$ cat src/rtl/servo_pwm_driver.sv
// Servo PWM generator: clamps the requested width, slew-limits it once per frame,
// and applies width/enable changes only at frame boundaries so no pulse is cut short.

module servo_pwm_driver_chk #(
   parameter int unsigned PERIOD    = 1_000_000,
   parameter int unsigned MIN_WIDTH = 50_000,
   parameter int unsigned MAX_WIDTH = 200_000
) (
   input logic        clk,
   input logic        reset,
   input logic [23:0] width_i
);
   localparam logic [23:0] PER_W = 24'(PERIOD);
   localparam logic [23:0] MIN_W = 24'(MIN_WIDTH);
   localparam logic [23:0] MAX_W = 24'(MAX_WIDTH);

   // Width in effect must stay inside the clamp window and shorter than a frame.
   a_width_legal: assert property (@(posedge clk) disable iff (reset)
      (width_i >= MIN_W) && (width_i <= MAX_W) && (width_i < PER_W));
endmodule

module servo_pwm_driver #(
   parameter int unsigned PERIOD     = 1_000_000,
   parameter int unsigned MIN_WIDTH  = 50_000,
   parameter int unsigned MAX_WIDTH  = 200_000,
   parameter int unsigned STEP       = 500,
   parameter int unsigned INIT_WIDTH = 120_000
) (
   input  logic        clk,
   input  logic        reset,
   input  logic [23:0] target_width,
   input  logic        enable,
   output logic        pwm_out,
   output logic [23:0] current_width,
   output logic        at_target,
   output logic        frame_start
);
   localparam logic [19:0]        CNT_LAST   = 20'(PERIOD - 1);
   localparam logic [23:0]        MIN_W      = 24'(MIN_WIDTH);
   localparam logic [23:0]        MAX_W      = 24'(MAX_WIDTH);
   localparam logic [23:0]        INIT_W     = 24'(INIT_WIDTH);
   localparam logic [23:0]        STEP_W     = 24'(STEP);
   localparam logic signed [24:0] STEP_S     = 25'(STEP);
   localparam logic signed [24:0] STEP_NEG_S = -STEP_S;

   localparam logic [1:0] ST_DISABLED = 2'd0;
   localparam logic [1:0] ST_RAMPING  = 2'd1;
   localparam logic [1:0] ST_TRACKING = 2'd2;

   logic [19:0]        cnt_q, cnt_d;
   logic [23:0]        width_q, width_d;
   logic [1:0]         state_q, state_d;
   logic               pwm_q, pwm_d;
   logic               at_target_q, at_target_d;
   logic               frame_start_q, frame_start_d;
   logic [23:0]        tgt_c_s;
   logic               boundary_s;
   logic signed [24:0] diff_s;

   // Next-state: frame counter, clamp, slew-limited width update at the boundary.
   always_comb begin
      boundary_s = (cnt_q == CNT_LAST);
      cnt_d      = boundary_s ? 20'd0 : cnt_q + 20'd1;

      if (target_width < MIN_W) begin
         tgt_c_s = MIN_W;
      end else if (target_width > MAX_W) begin
         tgt_c_s = MAX_W;
      end else begin
         tgt_c_s = target_width;
      end
      diff_s = $signed({1'b0, tgt_c_s}) - $signed({1'b0, width_q});

      width_d = width_q;
      state_d = state_q;
      if (boundary_s) begin
         if (!enable) begin
            state_d = ST_DISABLED;
         end else if (diff_s > STEP_S) begin
            width_d = width_q + STEP_W;
            state_d = ST_RAMPING;
         end else if (diff_s < STEP_NEG_S) begin
            width_d = width_q - STEP_W;
            state_d = ST_RAMPING;
         end else begin
            width_d = tgt_c_s;
            state_d = ST_TRACKING;
         end
      end else begin
         state_d = state_q;
      end

      // state only moves at the boundary, so it doubles as the registered drive flag
      pwm_d         = (state_q != ST_DISABLED) && ({4'd0, cnt_q} < width_q);
      at_target_d   = (state_d == ST_TRACKING);
      frame_start_d = boundary_s;
   end

   // State registers with synchronous reset.
   always_ff @(posedge clk) begin
      if (reset) begin
         cnt_q         <= 20'd0;
         width_q       <= INIT_W;
         state_q       <= ST_DISABLED;
         pwm_q         <= 1'b0;
         at_target_q   <= 1'b0;
         frame_start_q <= 1'b0;
      end else begin
         cnt_q         <= cnt_d;
         width_q       <= width_d;
         state_q       <= state_d;
         pwm_q         <= pwm_d;
         at_target_q   <= at_target_d;
         frame_start_q <= frame_start_d;
      end
   end

   assign pwm_out       = pwm_q;
   assign current_width = width_q;
   assign at_target     = at_target_q;
   assign frame_start   = frame_start_q;

   servo_pwm_driver_chk #(
      .PERIOD    (PERIOD),
      .MIN_WIDTH (MIN_WIDTH),
      .MAX_WIDTH (MAX_WIDTH)
   ) u_chk (
      .clk     (clk),
      .reset   (reset),
      .width_i (width_q)
   );
endmodule

$ cat config.mk
export PLATFORM = sky130hd
export DESIGN_NAME = servo_pwm_driver
export DESIGN_NICKNAME = d
export VERILOG_FILES = /design/src/rtl/servo_pwm_driver.sv
export SDC_FILE = /design/constraint.sdc
export NUM_CORES = 1
export LEC_CHECK = 0
export CAP_MARGIN = 20
export CORE_MARGIN = 2
export CORE_UTILIZATION = 60
export CTS_CLUSTER_DIAMETER = 30
export DETAILED_ROUTE_END_ITERATION = 12
export GPL_TIMING_DRIVEN = 0
export PLACE_DENSITY = 0.83
export RECOVER_POWER = 50
export SLEW_MARGIN = 20
export SYNTH_ARGS = -nofsm -noshare
export SYNTH_HDL_FRONTEND = slang
export SYNTH_SLANG_ARGS = --single-unit
$ cat constraint.sdc
create_clock -name clk -period 15.3 [get_ports clk]
set_input_delay 4.59 -clock clk [delete_from_list [all_inputs] [get_ports clk]]
set_output_delay 4.59 -clock clk [all_outputs]
set_load 0.05 [all_outputs]
==> results.sh, run 1 <==
export IMPL_outcome="completed"
export IMPL_detail_route_antenna_nets=0
export IMPL_gr_max_usage_layer="met2"
export IMPL_synth_top_family_by_area="compound AO/OA/AOI/OAI gates"
export IMPL_post_cts_buffers=0
export IMPL_grt_use_total=0.3753
export IMPL_yosys_area_top_type="dfxtp_1"
export IMPL_syn_inst=742
export IMPL_switchingPower_mw=0.09249
export IMPL_num_vias=6280
export IMPL_period_needed_ps=11140
export IMPL_power_frac_clock=0.295
export IMPL_synth_simple_area_share=0.2868
export IMPL_cts_buffer_depth=2
export IMPL_power_density_mw_per_mm2=44.39
export IMPL_finalHoldViolCount=0
export IMPL_start_util=0.6223
export IMPL_swShare=0.3332
export IMPL_postCtsHoldBufs=0
export IMPL_p_leak_nw=2.406
export IMPL_synth_edf_count=0
export IMPL_path_delay_family="simple AND/OR/NAND/NOR gates"
export IMPL_grt_pass1_vias=5796
export IMPL_grt_overflow_total=0
export IMPL_ys_types=84
export IMPL_clk_latency_ps=320
export IMPL_num_antenna_cells=0
export IMPL_syn2layout_area_growth_pct=14.09
export IMPL_yosysSeqAreaShare=0.1790
export IMPL_total_power_mw=0.2776
export IMPL_grtUsageMet2=0.6019
export IMPL_cp_required_ps=15490
export IMPL_ioPinCount=54
export IMPL_cts_tree="built"
export IMPL_critPathSlowestCell="o21bai_1"
export IMPL_post_drt_wl_per_cell_um=20.26
export IMPL_grt_antenna_before_repair=0
export IMPL_numCtsBuffers=5
export IMPL_grt_start_max_net_pins=16
export IMPL_max_stage_delay_ps=640
export IMPL_synthXorXnorAreaFrac=0.05753
export IMPL_critPathCaptureType="flip-flop"
export IMPL_path_max_fanout=10
export IMPL_hold_class="reg2reg"
export IMPL_worstSetupPathType="in2reg"
export IMPL_startpoint_type="primary input"
export IMPL_use_met1=0.5290
export IMPL_arrival_ps=11340
export IMPL_gp_congestion=1.018
export IMPL_synth_compound_area_frac=0.2998
export IMPL_core_mm2=0.008806
export IMPL_totalWireLength_um=18550
export IMPL_rsz0062_at_grt="false"
export IMPL_clkSlewWorstSetupHoldPaths_ps=110
export IMPL_grt_pass1_wl_um=29860
export IMPL_via_per_inst=6.856
export IMPL_p_int_mw=0.1851
export IMPL_async_flop_share=0
export IMPL_path_cells="clkdlybuf4s50_1, nor4_1, nand3_1, o2111ai_1, nand2_1, a31oi_1, nor2b_1, buf_1, and2_1, ha_1, buf_2, nand2_1, nor2_1, o2111ai_1, and4_1, or2_0, nor4_1, nand4_1, o21bai_1, buf_2, buf_2, o221ai_1, a21oi_1, a31oi_1"
export IMPL_cts_resized=0
export IMPL_port_buffers=53
export IMPL_synthAdderAreaFrac=0.1087
export IMPL_yosysWarnings=0
export IMPL_p_comb_frac=0.236
export IMPL_final_max_slew_viol_count=0
export IMPL_die_w_um=99.57
export IMPL_setup_viol_count_final=0
export IMPL_synth_top_area_frac=0.1790
export IMPL_dp_hpwl_um=14640
export IMPL_dr_pass1_iters=6
export IMPL_cap_violations=0
export IMPL_ir_drop_mv=0.03903
export IMPL_die_height_um=99.57
export IMPL_max_slew_margin_rel=0.4213
export IMPL_first_iter_violations=693
export IMPL_p_seq_frac=0.469
export IMPL_crit_top_cell="buf_2"
export IMPL_cts_sinks=49
export IMPL_max_freq_mhz=89.73
export IMPL_avgSynthCellArea_um2=7.386
export IMPL_htreeDepth=2
export IMPL_netlist_area_mm2=0.005480
export IMPL_muxShareOfSynthArea=0.009361
export IMPL_die_area_mm2=0.009914
export IMPL_drive_gt1_frac=0.06064
export IMPL_yosys_top_cells_area="dfxtp_1 (18%), ha_1 (11%), a21oi_1 (5.0%)"
export IMPL_synthFlopType="dfxtp_1"
export IMPL_met3_usage=0.06044
export IMPL_synth_seq_cells=49
export IMPL_tightest_slew_ps=862.2
export IMPL_rows=34
export IMPL_skew_ps=13.03
export IMPL_cts_root_buffer_cell="clkbuf_8"
export IMPL_finalCritPeriodShare=0.7284
export IMPL_num_nets_final=881
export IMPL_crit_buf_inv=5
export IMPL_route_detailed_drc=0
export IMPL_setup_tns_ps=0
export IMPL_whs_ps=488.4
-- registers in the layout (all words and copies together), names as in the netlist --
| signal | flops |
|---|---|
| frame_start | 1 |
| current_width | 24 |
| state_q | 2 |
| cnt_q | 20 |
| at_target | 1 |
| pwm_out | 1 |
-- logic make-up after synthesis --
group	count (synthesis)
other	1
XOR/XNOR	36
multiplexers	5
adder cells (fa/ha/maj)	47
buffers and inverters	75
flip-flops	49
AND/OR/NAND/NOR	297
AO/OA/AOI/OAI	232
-- per-stage QoR --
stage	area, µm²	utilization	setup WS, ps	cells
floorplan	5499	-	5664	747
global placement	6165	0.7001	4119	908
detailed placement	6165	0.7001	4074	908
CTS	6252	0.7100	4393	916
global route	6252	0.7100	3611	916
finish	6252	0.7100	4155	916
-- layout by cell type (no fill, tap or decap), types with 14 or more instances in the layout --
cell type        instances
nor4_1                  15
nand3_1                 28
dlygate4sd3_1           17
nand4_1                 16
clkdlybuf4s50_1         36
a211oi_1                14
a21oi_1                 55
clkbuf_1                16
a21o_1                  17
ha_1                    46
nor3_1                  26
inv_1                   42
dfxtp_1                 49
nor2_1                  65
o21ai_0                 32
xnor2_1                 26
nand2_1                 52
nor2b_1                 14
-- worst paths after layout --
check	slack [ps]	end	depth (start not counted)	startpoint
setup / recovery	4160	current_width[14]	24	target_width[9]
setup reg to reg	10120	current_width[14]	17	current_width[9]
hold reg to reg	490	state_q[1]	2	state_q[1]
hold / removal	490	state_q[1]	2	state_q[1]
-- per-layer routing --
metal / vias to the layer above / part of all wire
met5: - / 0
met2: 412 / 0.44
li1: 2926 / -
met3: 57 / 0.11
met4: 0 / 0.024
met1: 2885 / 0.43
-- cell usage after synthesis (4+ instances only) --
library cell and number:
o22ai_1 8, and2_1 14, nor3_1 26, clkbuf_1 15, buf_2 11, o211ai_1 8
and4_1 7, nand3_1 28, nand4_1 16, nor2_1 65, o21a_1 7, a221oi_1 6
inv_1 42, and4b_1 4, o21bai_1 5, o31ai_1 6, nor2b_1 14, o21ai_0 32
nor4_1 15, a31oi_1 8, or3_1 10, buf_4 4, dfxtp_1 49, o221ai_1 4
or4_1 4, mux2i_1 4, a211oi_1 14, ha_1 46, a21oi_1 55, or2_2 4
a21o_1 17, nand2_1 52, xnor2_1 26, nand2b_1 11, o2111ai_1 7, xor2_1 10
and3_1 13
-- worst register-to-register path: cells and delay by family, from the launching register on --
kind | cells | cell delay (ps)
compound gates | 5 | 1600
fa+ha+maj | 1 | 320
buf+inv | 5 | 1350
flops | 1 | 390
simple gates | 6 | 1420
-- layout make-up --
class / instances / area, µm²
clock inverter: 2 / 15.01
fill: 736 / 2554
sequential: 49 / 980.9
tap: 108 / 135.1
buffer: 33 / 161.4
timing repair buffer: 53 / 530.5
inverter: 42 / 157.7
clock buffer: 6 / 72.57
multi-input combinational: 623 / 4199
-- power by group through the flow --
stage | Clock, mW | Sequential [mW] | Combinational (mW)
after global placement | 0 | 0.133 | 0.0602
after global routing | 0.0838 | 0.130 | 0.0693
after detailed placement | 0 | 0.133 | 0.0621
after floorplan | 0 | 0.134 | 0.0374
after CTS | 0.0804 | 0.130 | 0.0625
final | 0.0819 | 0.130 | 0.0655
Power figures use the tool's default switching activity.
==> run 2: changes to the inputs <==
--- a/config.mk
+++ b/config.mk
@@ -7,11 +7,11 @@
 export LEC_CHECK = 0
 export CAP_MARGIN = 20
 export CORE_MARGIN = 2
-export CORE_UTILIZATION = 60
+export CORE_UTILIZATION = 59
 export CTS_CLUSTER_DIAMETER = 30
 export DETAILED_ROUTE_END_ITERATION = 12
 export GPL_TIMING_DRIVEN = 0
-export PLACE_DENSITY = 0.83
+export PLACE_DENSITY = 0.82
 export RECOVER_POWER = 50
 export SLEW_MARGIN = 20
 export SYNTH_ARGS = -nofsm -noshare
==> constraint.sdc (replaced) <==
create_clock -name clk -period 11 [get_ports clk]
set_input_delay 3.3 -clock clk [delete_from_list [all_inputs] [get_ports clk]]
set_output_delay 3.3 -clock clk [all_outputs]
set_load 0.05 [all_outputs]
==> run 2 against run 1 <==
Setup slack worse by 2800 ps. Critical path type unchanged. Wire length decreased by 3.1%. Highest routed layer unchanged. Sequential power increased by 39%. Clock-buffer cell count did not move. Flip-flop and latch count unchanged. Die area grew 1.6%. Cell count increased by 0.33%. Critical path depth is the same.
==> results.sh, run 2 (synthesis results as in run 1) <==
export IMPL_dr_pass1_iters=6
export IMPL_largest_reg_flops=24
export IMPL_dp_cells=911
export IMPL_grt_start_max_net_pins=16
export IMPL_skew_ps=6.894
export IMPL_cts_tree="built"
export IMPL_worstSetupStartpoint="target_width[20]"
export IMPL_arrival_ps=9830
export IMPL_route_detailed_drc=0
export IMPL_multi_input_comb_area_mm2=0.004199
export IMPL_grt_antenna_before_repair=0
export IMPL_worstSetupPathType="in2reg"
export IMPL_num_vias=6162
export IMPL_grt_use_total=0.3556
export IMPL_cap_violations=0
export IMPL_finalHoldViolCount=0
export IMPL_path_max_fanout=10
export IMPL_seqCellArea_um2=980.9
export IMPL_p_leak_nw=2.431
export IMPL_whs_ps=507.0
export IMPL_post_cts_buffers=0
export IMPL_ioPinCount=54
export IMPL_period_needed_ps=9661
export IMPL_tightest_slew_ps=875.1
export IMPL_rsz0062_at_grt="false"
export IMPL_fillers=785
export IMPL_rows=35
export IMPL_startpoint_type="primary input"
export IMPL_drive_gt1_frac=0.06064
export IMPL_totalWireLength_um=17980
export IMPL_die_height_um=100.4
export IMPL_final_max_slew_viol_count=0
export IMPL_num_antenna_cells=0
export IMPL_cts_root_buffer_cell="clkbuf_8"
export IMPL_power_density_mw_per_mm2=63.91
export IMPL_grt_overflow_total=0
export IMPL_stdcell_count=919
export IMPL_critPathCaptureType="flip-flop"
export IMPL_layout_common_cells="nor2_1 (65), a21oi_1 (55), nand2_1 (52)"
export IMPL_via_per_inst=6.705
export IMPL_start_util=0.6016
export IMPL_die_area_mm2=0.01008
export IMPL_syn2layout_area_growth_pct=14.59
export IMPL_numCtsBuffers=5
export IMPL_port_buffers=53
export IMPL_setup_tns_ps=0
export IMPL_first_iter_violations=467
export IMPL_layout_commonest_cell="nor2_1"
export IMPL_grt_pass1_wl_um=28640
export IMPL_hold_class="reg2reg"
export IMPL_r2r_cells=17
export IMPL_die_w_um=100.4
export IMPL_crit_path_end="current_width[14]"
export IMPL_postCtsHoldBufs=0
export IMPL_detail_route_antenna_nets=0
export IMPL_post_drt_wl_per_cell_um=19.56
export IMPL_cts_sinks=49
export IMPL_num_nets_final=881
export IMPL_reg2reg_from="current_width[9]"
export IMPL_max_slew_margin_rel=0.4126
export IMPL_clkSlewWorstSetupHoldPaths_ps=100
export IMPL_cts_resized=0
export IMPL_setup_viol_count_final=0
export IMPL_htreeDepth=2
export IMPL_grt_pass1_vias=5751
export IMPL_cts_buffer_depth=2
export IMPL_dp_hpwl_um=14310
export IMPL_outcome="completed"
export IMPL_finalCritPeriodShare=0.8783
export IMPL_max_freq_mhz=103.5
export IMPL_ir_drop_mv=0.1083
export IMPL_core_mm2=0.009109
export IMPL_r2r_slack_ps=6010
export IMPL_cp_required_ps=11170
export IMPL_reg2reg_to="current_width[14]"
export IMPL_gp_congestion=0.9767
export IMPL_clk_latency_ps=300
==> run 2: per-layer routing <==
layer	track usage	up-vias	wire length (µm)	part of all wire
li1	-	2914	-	-
met1	0.4351	2852	7351	0.41
met2	0.6056	333	8379	0.47
met3	0.05641	63	1497	0.083
met4	0.1760	0	749	0.042
met5	0	-	0	0
==> run 2: worst min path at each step <==
stage | end | slack [ps] | start | depth (start not counted)
finish | state_q[1] | 510 | state_q[1] | 2
global route | state_q[1] | 530 | state_q[1] | 2
CTS | state_q[1] | 510 | state_q[1] | 2
detailed placement | state_q[1] | 490 | state_q[1] | 2
global placement | cnt_q[0] | 460 | cnt_q[0] | 1
floorplan | cnt_q[0] | 430 | cnt_q[0] | 1
==> run 2: per-stage QoR <==
stage               utilization  power (mW)  cell area [µm²]  setup slack, ps
detailed placement       0.6772      0.2691             6168             1214
global route             0.6894      0.4128             6280            906.0
floorplan                     -      0.2386             5499             2654
finish                   0.6894      0.4013             6280             1339
CTS                      0.6894      0.3996             6280             1542
global placement         0.6772      0.2677             6168             1303
==> run 2: power breakdown <==
part,switching [mW],internal [mW]
clock network,0.0647,0.0684
logic,0.0540,0.0333
registers,0.00210,0.179
==> run 2: cell type report <==
cell class,instances,area share
plain buffers,33,0.02570
clock buffers,6,0.01156
clock inverters,2,0.006177
inverters,42,0.02510
multi-input cells,623,0.6687
flip-flops and latches,49,0.1562
well taps,111,0.02212
repair buffers,53,0.08448
==> run 2: worst max-delay path: stages <==
cell and delay, ps:
clkdlybuf4s50_1 390, nor4_1 260, nand2_1 150, or2_2 350, a311oi_1 740, nor2b_1 120
buf_1 250, nand2_1 120, ha_1 150, inv_1 50, fa_1 460, a211oi_1 360
o211ai_1 300, a21boi_2 280, a211oi_2 110, nand4bb_2 270, nor4_1 270, nand4_1 280
o21bai_1 550, buf_2 370, buf_2 310, o221ai_1 150, a21oi_1 160, a31oi_1 50
